<file path="src/rtl/ma_sram_ctrl_if.sv">
// ma_sram_ctrl_if: memory-stage request bus plus 16-bit SRAM pins of the load/store bridge
interface ma_sram_ctrl_if;
  logic        wr_en;
  logic        rd_en;
  logic [31:0] address;
  logic [31:0] write_data;
  logic [31:0] read_data;
  logic        ready;
  logic [17:0] sram_addr;
  logic [15:0] sram_dq_out;
  logic [15:0] sram_dq_in;
  logic        sram_dq_oe;
  logic        sram_we_n;
  modport master (
    output wr_en, rd_en, address, write_data, sram_dq_in,
    input  read_data, ready, sram_addr, sram_dq_out, sram_dq_oe, sram_we_n
  );
  modport slave (
    input  wr_en, rd_en, address, write_data, sram_dq_in,
    output read_data, ready, sram_addr, sram_dq_out, sram_dq_oe, sram_we_n
  );
endinterface

</file>
<file path="src/rtl/ma_sram_ctrl.sv">
// ma_sram_ctrl: 32-bit CPU load/store bridged onto a 16-bit SRAM as two timed half-accesses
module ma_sram_ctrl #(
  parameter int SRAM_WAIT = 2,
  parameter int BASE_ADDR = 1024
) (
  input logic clk,
  input logic rst,
  ma_sram_ctrl_if.slave bus
);
  typedef enum logic [1:0] {IDLE, LOW, HIGH, DONE} state_t;
  localparam logic [2:0] LAST = 3'(SRAM_WAIT - 1);
  state_t      state;
  logic [2:0]  cnt;
  logic        op_wr;
  logic [16:0] word;
  logic [15:0] wdata_hi;
  logic [16:0] word_in;
  logic        req;
  assign req = bus.wr_en | bus.rd_en;
  assign word_in = 17'((bus.address - 32'(BASE_ADDR)) >> 2);
  assign bus.ready = (state == DONE) || (state == IDLE && !req);
  // SRAM pins are registered alongside the state so each phase presents clean, stable signals
  always_ff @(posedge clk) begin
    if (rst) begin
      state <= IDLE;
      cnt <= '0;
      op_wr <= 1'b0;
      word <= '0;
      wdata_hi <= '0;
      bus.read_data <= '0;
      bus.sram_addr <= '0;
      bus.sram_dq_out <= '0;
      bus.sram_dq_oe <= 1'b0;
      bus.sram_we_n <= 1'b1;
    end else begin
      case (state)
        IDLE: if (req) begin
          state <= LOW;
          cnt <= '0;
          op_wr <= bus.wr_en;
          word <= word_in;
          wdata_hi <= bus.write_data[31:16];
          bus.sram_addr <= {word_in, 1'b0};
          bus.sram_dq_out <= bus.wr_en ? bus.write_data[15:0] : 16'h0;
          bus.sram_dq_oe <= bus.wr_en;
          bus.sram_we_n <= ~bus.wr_en;
        end
        LOW: if (cnt == LAST) begin
          state <= HIGH;
          cnt <= '0;
          bus.sram_addr <= {word, 1'b1};
          bus.sram_dq_out <= op_wr ? wdata_hi : 16'h0;
          if (!op_wr) bus.read_data[15:0] <= bus.sram_dq_in;
        end else cnt <= cnt + 3'd1;
        HIGH: if (cnt == LAST) begin
          state <= DONE;
          cnt <= '0;
          bus.sram_addr <= '0;
          bus.sram_dq_out <= '0;
          bus.sram_dq_oe <= 1'b0;
          bus.sram_we_n <= 1'b1;
          if (!op_wr) bus.read_data[31:16] <= bus.sram_dq_in;
        end else cnt <= cnt + 3'd1;
        default: state <= IDLE;
      endcase
    end
  end
endmodule

</file>
<file path="src/flat_wrapper.sv">
// flat-port wrapper written by rule: the top's interface ports become plain ports
module ma_sram_ctrl_flat 
#(
  parameter int SRAM_WAIT = 2,
  parameter int BASE_ADDR = 1024
)
  (clk, rst, bus_wr_en, bus_rd_en, bus_address, bus_write_data, bus_sram_dq_in, bus_read_data, bus_ready, bus_sram_addr, bus_sram_dq_out, bus_sram_dq_oe, bus_sram_we_n);
  ma_sram_ctrl_if bus_i ();
  input logic clk;
  input logic rst;
  input wire logic [$bits(bus_i.wr_en)-1:0] bus_wr_en;
  input wire logic [$bits(bus_i.rd_en)-1:0] bus_rd_en;
  input wire logic [$bits(bus_i.address)-1:0] bus_address;
  input wire logic [$bits(bus_i.write_data)-1:0] bus_write_data;
  input wire logic [$bits(bus_i.sram_dq_in)-1:0] bus_sram_dq_in;
  output wire logic [$bits(bus_i.read_data)-1:0] bus_read_data;
  output wire logic [$bits(bus_i.ready)-1:0] bus_ready;
  output wire logic [$bits(bus_i.sram_addr)-1:0] bus_sram_addr;
  output wire logic [$bits(bus_i.sram_dq_out)-1:0] bus_sram_dq_out;
  output wire logic [$bits(bus_i.sram_dq_oe)-1:0] bus_sram_dq_oe;
  output wire logic [$bits(bus_i.sram_we_n)-1:0] bus_sram_we_n;
  assign bus_i.wr_en = bus_wr_en;
  assign bus_i.rd_en = bus_rd_en;
  assign bus_i.address = bus_address;
  assign bus_i.write_data = bus_write_data;
  assign bus_i.sram_dq_in = bus_sram_dq_in;
  assign bus_read_data = bus_i.read_data;
  assign bus_ready = bus_i.ready;
  assign bus_sram_addr = bus_i.sram_addr;
  assign bus_sram_dq_out = bus_i.sram_dq_out;
  assign bus_sram_dq_oe = bus_i.sram_dq_oe;
  assign bus_sram_we_n = bus_i.sram_we_n;
  ma_sram_ctrl #(.SRAM_WAIT(SRAM_WAIT), .BASE_ADDR(BASE_ADDR)) u_core (.clk(clk), .rst(rst), .bus(bus_i));
endmodule
</file>
<file path="config.mk">
export PLATFORM = sky130hd
export DESIGN_NAME = ma_sram_ctrl_flat
export DESIGN_NICKNAME = d
export VERILOG_FILES = /design/src/rtl/ma_sram_ctrl_if.sv /design/src/rtl/ma_sram_ctrl.sv /design/src/flat_wrapper.sv
export SDC_FILE = /design/constraint.sdc
export NUM_CORES = 1
export LEC_CHECK = 0
export CORE_ASPECT_RATIO = 1.5
export CORE_MARGIN = 3
export CORE_UTILIZATION = 45
export CTS_BUF_LIST = sky130_fd_sc_hd__clkbuf_4
export CTS_CLUSTER_DIAMETER = 30
export DETAILED_ROUTE_END_ITERATION = 8
export DONT_BUFFER_PORTS = 1
export PLACE_DENSITY_LB_ADDON = 0.3
export SLEW_MARGIN = 20
export SYNTH_ARGS = -nofsm -noshare
export SYNTH_HDL_FRONTEND = slang
export SYNTH_SLANG_ARGS = --single-unit
</file>
<file path="constraint.sdc">
create_clock -name clk -period 2.1 [get_ports clk]
set_input_delay 0.315 -clock clk [delete_from_list [all_inputs] [get_ports clk]]
set_output_delay 0.315 -clock clk [all_outputs]
set_load 0.02 [all_outputs]
</file>
==> run metrics, run 1 <==
most area-hungry cell type in the Yosys netlist=dfxtp_1; largest net degree at the start of global routing=97; hold-critical path depth=2; vias per cell=5.522; slew margin rel.=53.92%; met3 Track Usage GR=4.938%; critical path type=flip-flop to flip-flop; Hold Crit Class=primary input to flip-flop; accumulated negative setup slack=0 ps; Max-Cap Viols=0; first-pass GRT wire length=17.73 mm; # DRC=0; asr flop ratio synth=0%; Final setup violation count=0; Slew Viols, Final=0; RePlAce Congestion=0.7648; Layout Skew=13.85 ps; Peak Freq=493.6 MHz; Mapped Area=4342 sq um; Mapped Nets=612; Initial Util=46.65%; R2R cell count=5; H-tree lvl count=3; dominant cells by area after synthesis=dfxtp_1 (49%), nand2_1 (11%), a21oi_1 (7.4%); TritonCTS clock tree=done; placed cell areas=4471 sq um; IO Pins=153; Synth Area per Inst=8.301 sq um; die width=86.20 um; Comb pwr share=42.4%; largest buffer count on any clock path=2; DIE AREA=10890 sq um; main flop type after synthesis=dfxtp_1; area of the core=9308 sq um; sw frac=40.47%; Flop pwr share=42.1%; Detail Route Antenna Nets=0; startpoint types=flip-flop; fraction of layout cells with a size suffix above 1=10.43%; Worst Path Arrival=2400 ps; final hold vios=0; drt initial violations=92; clock-pin slew on the worst setup and hold paths=160 ps; worst slew pin tran=688.5 ps; worst-path maximum fanout=8; Synth top area share=49.34%; Post-synth EDFFs=0; Cell Int Power=4.439 mW; # nets final=659; Distinct cells, synth=39; CTS sink cnt=107; Psw=3.018 mW; clock root buffer=clkbuf_4; Post-Syn Instances=523; final worst-path cycle share=96.46%; crit path time final=2026 ps; Post-synth top cells=nand2_1 (126), dfxtp_1 (107), a21oi_1 (64), nor2_1 (54), a211oi_1 (39); sequential fraction of the synthesis area=49.34%; DP HPWL=6.999 mm; worst skew pair latency=460 ps; Yosys warnings=0; Most Crowded Layer GR=met2; total routed wirelength=11.30 mm; antenna violations before repair=1; Hold Slack=91.32 ps; WL/cell=16.42 um; Clock power frac=15.5%; synth-to-layout area growth=22.82%; Seq cells post-synth=107; met1 Use GR=23.90%; vias in the first global route=3644; port bufs=0; status=finished clean; Pwr Density=1398 nW/um^2; Die Span Y=126.3 um; Post-Layout Cell Count=688; row cnt=43; DP Cell Count=609; most frequent cell after synthesis=nand2_1; WP data required=2470 ps; fillers=852; Peak supply drop=0.7341 mV; Finished Cell Area=5333 sq um; Lkg Pwr=1.970 nW; Overflow after GRT=0; DRT Pass-1 Iters=4; met2 Track Usage GR=34.21%; capturing element type of the critical path=flip-flop; Num CTS Buffers=9; All-Layer GR Usage=20.21%; routed via count=3799
-- sequential cells by signal, indices dropped and copies added, names as in the netlist --
register,flops
u_core.bus.read_data,32
u_core.bus.sram_addr,18
u_core.word,17
u_core.bus.sram_dq_out,16
u_core.wdata_hi,16
u_core.cnt,3
u_core.state,2
u_core.bus.sram_dq_oe,1
u_core.bus.sram_we_n,1
u_core.op_wr,1
-- kinds of logic (layout without fill, tap and decap cells) --
| logic type | Yosys count | after routing | synth area share, % |
|---|---|---|---|
| adders and majority gates | 5 | 5 | 1.441 |
| DFF | 107 | 107 | 49.34 |
| other | 0 | 1 | 0 |
| buffers and inverters | 47 | 99 | 4.582 |
| xor gates and xnor gates | 7 | 7 | 1.412 |
| and+or+nand+nor | 206 | 206 | 20.20 |
| muxes | 5 | 5 | 1.153 |
| AOI/OAI and AO/OA | 146 | 146 | 21.87 |
-- cell type report --
| class | count | area [sq um] | area share, % |
|---|---|---|---|
| clock inverters | 7 | 91.34 | 1.713 |
| clock buffers | 9 | 67.56 | 1.267 |
| well taps | 112 | 140.1 | 2.628 |
| inverters | 5 | 18.77 | 0.3519 |
| flip-flops and latches | 107 | 2145 | 40.22 |
| repair buffers | 78 | 812.0 | 15.23 |
| multi-input cells | 369 | 2056 | 38.55 |
| diodes | 1 | 2.502 | 0.04693 |
-- routing by layer --
layer / vias to the layer above / wire length [um]
li1: 1882 / -
met1: 1776 / 4360
met2: 127 / 5760
met3: 14 / 942
met4: 0 / 232
met5: - / 0
-- path summary, 6_finish.rpt --
kind,slack [ps],endpoint,from
max,70,u_core.bus.sram_dq_oe$_SDFFE_PP0P_,u_core.cnt[0]$_SDFFE_PP0P_
min,90,u_core.word[12]$_SDFFE_PP0P_,bus_address[14]
max reg2reg,70,u_core.bus.sram_dq_oe$_SDFFE_PP0P_,u_core.cnt[0]$_SDFFE_PP0P_
min reg2reg,470,u_core.wdata_hi[8]$_SDFFE_PP0P_,u_core.wdata_hi[8]$_SDFFE_PP0P_
-- cells in the final DEF (no fill, tap or decap), types with 3 or more instances in the layout --
| master | instances |
|---|---|
| nand2_1 | 126 |
| dfxtp_1 | 105 |
| a21oi_1 | 64 |
| nor2_1 | 54 |
| dlygate4sd3_1 | 52 |
| a211oi_1 | 36 |
| a22oi_1 | 26 |
| buf_4 | 19 |
| clkbuf_4 | 9 |
| nor2b_1 | 6 |
| xnor2_1 | 6 |
| mux2i_1 | 5 |
| inv_1 | 4 |
| and2_1 | 3 |
| a211oi_2 | 3 |
| a21o_1 | 3 |
| o21ai_0 | 3 |
| ha_1 | 3 |
| buf_12 | 3 |
-- power by group through the flow --
stage                     combinational, mW  clock (mW)  sequential, mW
after floorplan                        2.04           0            3.08
after global placement                 2.57           0            3.18
after detailed placement               2.64           0            3.19
after CTS                              2.87        1.19            3.15
after global routing                   3.54        1.25            3.20
final                                  3.16        1.16            3.14
-- per-stage QoR --
stage	worst slack, ps	power (mW)	util [%]
2_1_floorplan	94.58	5.120	-
3_3_place_gp	199.2	5.744	48.03
3_5_place_dp	124.5	5.834	48.03
4_1_cts	11.29	7.206	55.80
5_1_grt	-5.954	7.995	57.29
6_report	74.26	7.457	57.29
-- repair_timing --
| item | 4_1_cts | 5_1_grt |
|---|---|---|
| setup endpoints to repair | 1 | 10 |
| buffers inserted | 1 | 6 |
| pin swaps | 0 | 1 |
| hold endpoints to repair | 107 | 0 |
| gates resized for setup | 3 | 10 |
| hold buffers | 53 | 0 |
| gates cloned | 0 | 2 |
-- critical path: stages, from the launching register on --
cell and delay, ps:
dfxtp_1 470, or3b_1 460, a21o_1 220, o21ai_0 150, a21oi_1 80, dlygate4sd3_1 550
(Power assumes the default switching activity.)
==> run 2: changes to the inputs <==
Settings changed: MAX_ROUTING_LAYER set to met4.
==> run 2 against run 1 <==
  * Worst hold slack improved by 1.5 ps
  * Cell count is the same
  * Global-route usage grew 0.54 points
  * Critical endpoint unchanged
==> run metrics, run 2 (synthesis gave the netlist of run 1 again) <==
H-tree lvl count=3; # DRC=0; clock root buffer=clkbuf_4; RePlAce Congestion=0.7750; PnR Total Power=7.446 mW; commonest cells after routing, fill and taps aside=nand2_1 (126), dfxtp_1 (105), a21oi_1 (64); status=finished clean; antenna violations before repair=1; total routed wirelength=11.25 mm; Cell Int Power=4.439 mW; All-Layer GR Usage=20.75%; crit path time final=2032 ps; final worst-path cycle share=96.76%; slew margin rel.=52.14%; startpoint types=flip-flop; worst slew pin tran=715.2 ps; routed via count=3811; WL/cell=16.36 um; synth-to-layout area growth=22.82%; Regs by FF count=u_core.bus.read_data x32, u_core.bus.sram_addr x18, u_core.word x17; TritonCTS clock tree=done; drt initial violations=98; Lkg Pwr=1.970 nW; largest net degree at the start of global routing=97; DP HPWL=6.999 mm; final setup margin=68.08 ps; final hold vios=0; Final setup violation count=0; Initial Util=46.65%; # nets final=659; Comb pwr share=42.4%; DIE AREA=10890 sq um; Critical Path Max Stage Delay=550 ps; most common cell after layout, fill and taps aside=nand2_1; Pwr Density=1396 nW/um^2; met3 Track Usage GR=4.353%; worst-path maximum fanout=8; Worst Path Arrival=2400 ps; Peak Freq=492.1 MHz; CTS sink cnt=107; row cnt=43; Psw=3.008 mW; Hold Crit Class=primary input to flip-flop; IO Pins=153; met1 Use GR=24.31%; DP Cell Count=609; Flop pwr share=42.2%; Clock power frac=15.4%; vias in the first global route=3644; fraction of layout cells with a size suffix above 1=10.43%; max FFs per register=32; Post-Layout Cell Count=688; CP cell instances=or3b_1, a21o_1, o21ai_0, a21oi_1, dlygate4sd3_1; met2 Track Usage GR=34.03%; Biggest register=u_core.bus.read_data; die width=86.20 um; first-pass GRT wire length=17.69 mm; DRT Pass-1 Iters=4; worst skew pair latency=460 ps; port bufs=0; largest buffer count on any clock path=2; fillers=852; critical path type=flip-flop to flip-flop; Crit-path slowest cell=dlygate4sd3_1; pre-CTS setup slack=124.5 ps; clock-pin slew on the worst setup and hold paths=160 ps; Most Crowded Layer GR=met2; vias per cell=5.539; Die Span Y=126.3 um; WP data required=2470 ps; Layout Skew=13.05 ps; area of the core=9308 sq um; Slew Viols, Final=0; capturing element type of the critical path=flip-flop; sw frac=40.39%; Num CTS Buffers=9; Overflow after GRT=0; Max-Cap Viols=0; Peak supply drop=0.7333 mV; Detail Route Antenna Nets=0
[run 2: cell counts in the layout (fill, tap and decap cells not counted)]
Identical to the previous run, type by type.
[run 2: final cells by class]
class	instances	area [sq um]	share of cell area (%)
clock buffers	9	67.56	1.267
multi-input cells	369	2056	38.55
well taps	112	140.1	2.628
repair buffers	78	812.0	15.23
flip-flops and latches	107	2145	40.22
diodes	1	2.502	0.04693
inverters	5	18.77	0.3519
clock inverters	7	91.34	1.713
[run 2: power groups by stage]
stage / Combinational (mW) / Clock [mW] / Sequential, mW
after floorplan: 2.04 / 0 / 3.08
after global placement: 2.57 / 0 / 3.18
after detailed placement: 2.64 / 0 / 3.19
after CTS: 2.87 / 1.19 / 3.15
after global routing: 3.54 / 1.25 / 3.20
final: 3.16 / 1.15 / 3.14
[run 2: worst max-delay path, delay by kind of cell (launching register included)]
kind	cells	cell delay (ps)
AOI/OAI and AO/OA	3	450
and+or+nand+nor	1	460
DFF	1	470
buffers and inverters	1	550
[run 2: what timing repair did]
action,4_1_cts,5_1_grt
gates resized for setup,3,10
setup buffers,1,6
cloned,0,2
hold buffers,53,0
pin swaps,0,1
hold endpoints to repair,107,0
setup endpoints to repair,1,10
[run 2: final timing paths]
path	end	from	cells past startpoint	slack, ps
max reg2reg	u_core.bus.sram_dq_oe$_SDFFE_PP0P_	u_core.cnt[0]$_SDFFE_PP0P_	5	70
min reg2reg	u_core.wdata_hi[8]$_SDFFE_PP0P_	u_core.wdata_hi[8]$_SDFFE_PP0P_	2	470
max	u_core.bus.sram_dq_oe$_SDFFE_PP0P_	u_core.cnt[0]$_SDFFE_PP0P_	5	70
min	u_core.word[12]$_SDFFE_PP0P_	bus_address[14]	2	90
[run 2: metrics by stage]
step	instance area [sq um]	utilization (%)	hold slack, ps	setup TNS, ps
floorplan	4342	-	410.6	0
global placement	4471	48.03	392.6	0
detailed placement	4471	48.03	395.5	0
CTS	5194	55.80	64.40	0
global route	5333	57.29	75.54	-10.32
finish	5333	57.29	92.81	0
[run 2: metal layers]
layer / vias up / wire, um
li1: 1884 / -
met1: 1790 / 4381
met2: 123 / 5766
met3: 14 / 873
met4: 0 / 233
met5: - / 0
==> run 3: changes to the inputs <==
Settings changed: REMOVE_ABC_BUFFERS set to 1.
==> run 3 against run 2 <==
  * Sequential power is essentially flat
  * Sequential share of layout area grew 1.5 points
  * First-iteration DRC count grew 20%
  * Clock skew grew 13 ps
  * Wire length shrank 0.36%
  * Worst hold slack lost 38 ps
  * Design area shrank 3.5%
  * Die area is the same
  * Cell count shrank 2.5%
  * Sequential cell count is the same
  * Critical path depth is the same
  * Largest cell class unchanged
==> run metrics, run 3 (synthesis gave the netlist of run 1 again) <==
worst-path maximum fanout=41; clock-pin slew on the worst setup and hold paths=160 ps; Die Span Y=126.3 um; slew margin rel.=58.62%; Hold Slack=54.37 ps; max FFs per register=32; antenna violations before repair=0; Crit-path slowest cell=dfxtp_1; R2R cell count=5; WP data required=2460 ps; Psw=2.964 mW; ANT cells=0; Reg area=2145 sq um; # DRC=0; largest buffer count on any clock path=2; reg2reg end=u_core.bus.sram_addr[15]$_SDFFE_PP0P_; reg2reg start=u_core.cnt[0]$_SDFFE_PP0P_; placed cell areas=4463 sq um; Overflow after GRT=0; TritonCTS clock tree=done; first-pass GRT wire length=17.45 mm; final worst-path cycle share=95.31%; Pwr Density=1399 nW/um^2; WL/cell=16.71 um; Hold Crit Class=primary input to flip-flop; H-tree lvl count=3; unrepaired setup endpoints after global routing=no; Flop pwr share=43.6%; drt initial violations=118; row cnt=43; PnR Total Power=7.196 mW; most common cell after layout, fill and taps aside=nand2_1; worst skew pair latency=440 ps; port bufs=0; Worst Path Arrival=2360 ps; final hold vios=0; DP Cell Count=608; accumulated negative setup slack=0 ps; startpoint types=flip-flop; Lkg Pwr=1.896 nW; die width=86.20 um; min-delay src=bus_address[18]; critical path type=flip-flop to flip-flop; Detail Route Antenna Nets=0; total routed wirelength=11.21 mm; Final setup violation count=0; Cell Int Power=4.232 mW; # nets final=643; synth-to-layout area growth=18.47%; reg-to-reg slack, setup=100 ps; Biggest register=u_core.bus.read_data; CP cell instances=or3b_1, a211oi_4, buf_12, nor2_1, a311oi_1; crit path time final=2001 ps; Max-Cap Viols=0; commonest cells after routing, fill and taps aside=nand2_1 (126), dfxtp_1 (105), a21oi_1 (64); capturing element type of the critical path=flip-flop; vias per cell=5.510; worst slew pin tran=615.1 ps; DP HPWL=6.965 mm; routed via count=3697; IO Pins=153; All-Layer GR Usage=20.44%; Slew Viols, Final=0; fraction of layout cells with a size suffix above 1=8.587%; Peak supply drop=0.8632 mV; RePlAce Congestion=0.7747; Num CTS Buffers=9; Regs by FF count=u_core.bus.read_data x32, u_core.bus.sram_addr x18, u_core.word x17; Multi-input gate area=2028 sq um; Comb pwr share=42.0%; largest net degree at the start of global routing=95; sw frac=41.19%; status=finished clean; hold-critical path depth=2; Post-Layout Cell Count=671; CTS sink cnt=107; Peak Freq=499.6 MHz; Layout Skew=25.82 ps; fillers=841; Initial Util=46.65%; Finished Cell Area=5144 sq um; area of the core=9308 sq um; Critical Path Max Stage Delay=480 ps; DRT Pass-1 Iters=4; hold path endpoint=u_core.word[16]$_SDFFE_PP0P_; clock root buffer=clkbuf_4; DIE AREA=10890 sq um; vias in the first global route=3623; Clock power frac=14.4%
run 3: cell types whose count changed in the layout (fill, tap and decap cells not counted), sizes merged:
cell         previous run  this run
dlygate4sd3            52        43
diode                   1         0
clkbuf                 11        12
bufinv                  2         1
buf                    24        17
clkinv                  4         3
clkinvlp                0         1
run 3: worst max-delay path by stage:
stage	slack (ps)	start	cells past startpoint	to
after floorplan	-1610	u_core.state[0]$_SDFFE_PP0P_	6	u_core.state[0]$_SDFFE_PP0P_
after global placement	160	u_core.state[1]$_SDFFE_PP0P_	7	u_core.bus.sram_addr[17]$_SDFFE_PP0P_
after detailed placement	60	u_core.state[0]$_SDFFE_PP0P_	7	u_core.bus.sram_addr[15]$_SDFFE_PP0P_
after CTS	7	u_core.state[1]$_SDFFE_PP0P_	5	bus_ready
after global routing	20	u_core.cnt[0]$_SDFFE_PP0P_	5	u_core.bus.sram_addr[15]$_SDFFE_PP0P_
final	100	u_core.cnt[0]$_SDFFE_PP0P_	5	u_core.bus.sram_addr[15]$_SDFFE_PP0P_
run 3: metrics by stage:
step / util (%) / setup slack (ps)
after floorplan: - / -1607
after global placement: 47.95 / 155.7
after detailed placement: 47.95 / 60.27
after CTS: 54.52 / 7.309
after global routing: 55.26 / 22.01
final: 55.26 / 98.58
run 3: per-layer routing:
| metal | track usage [%] | vias up | share of wire (%) |
|---|---|---|---|
| li1 | - | 1857 | - |
| met1 | 22.54 | 1719 | 39 |
| met2 | 34.98 | 117 | 52 |
| met3 | 6.043 | 4 | 8.0 |
| met4 | 6.697 | 0 | 0.76 |
| met5 | - | - | 0 |
run 3: worst max-delay path: cells and delay by family (launching register included):
kind | cells | cell delay (ps)
AO/OA/AOI/OAI | 2 | 650
AND/OR/NAND/NOR | 2 | 530
flip-flops | 1 | 480
buffers and inverters | 1 | 260
run 3: final cells by class:
class	count	area share, %
repair buffers	62	13.09
clock buffers	10	1.459
multi-input cells	369	39.43
well taps	112	2.724
clock inverters	6	1.241
inverters	5	0.3649
flip-flops and latches	107	41.69
run 3: repair_timing:
action | CTS | global route
gates resized for setup | 2 | 6
hold buffers | 44 | 0
setup endpoints to repair | 1 | 30
cloned | 0 | 2
endpoints found under the hold margin | 107 | 0
buffers inserted | 1 | 0
pin swaps | 0 | 1
run 3: power by group through the flow:
stage	Clock [mW]	Combinational, mW	Sequential (mW)
after global placement	0	2.58	3.17
after detailed placement	0	2.67	3.19
after global routing	1.17	3.37	3.19
after CTS	1.08	2.87	3.14
final	1.04	3.02	3.14
after floorplan	0	1.75	3.35
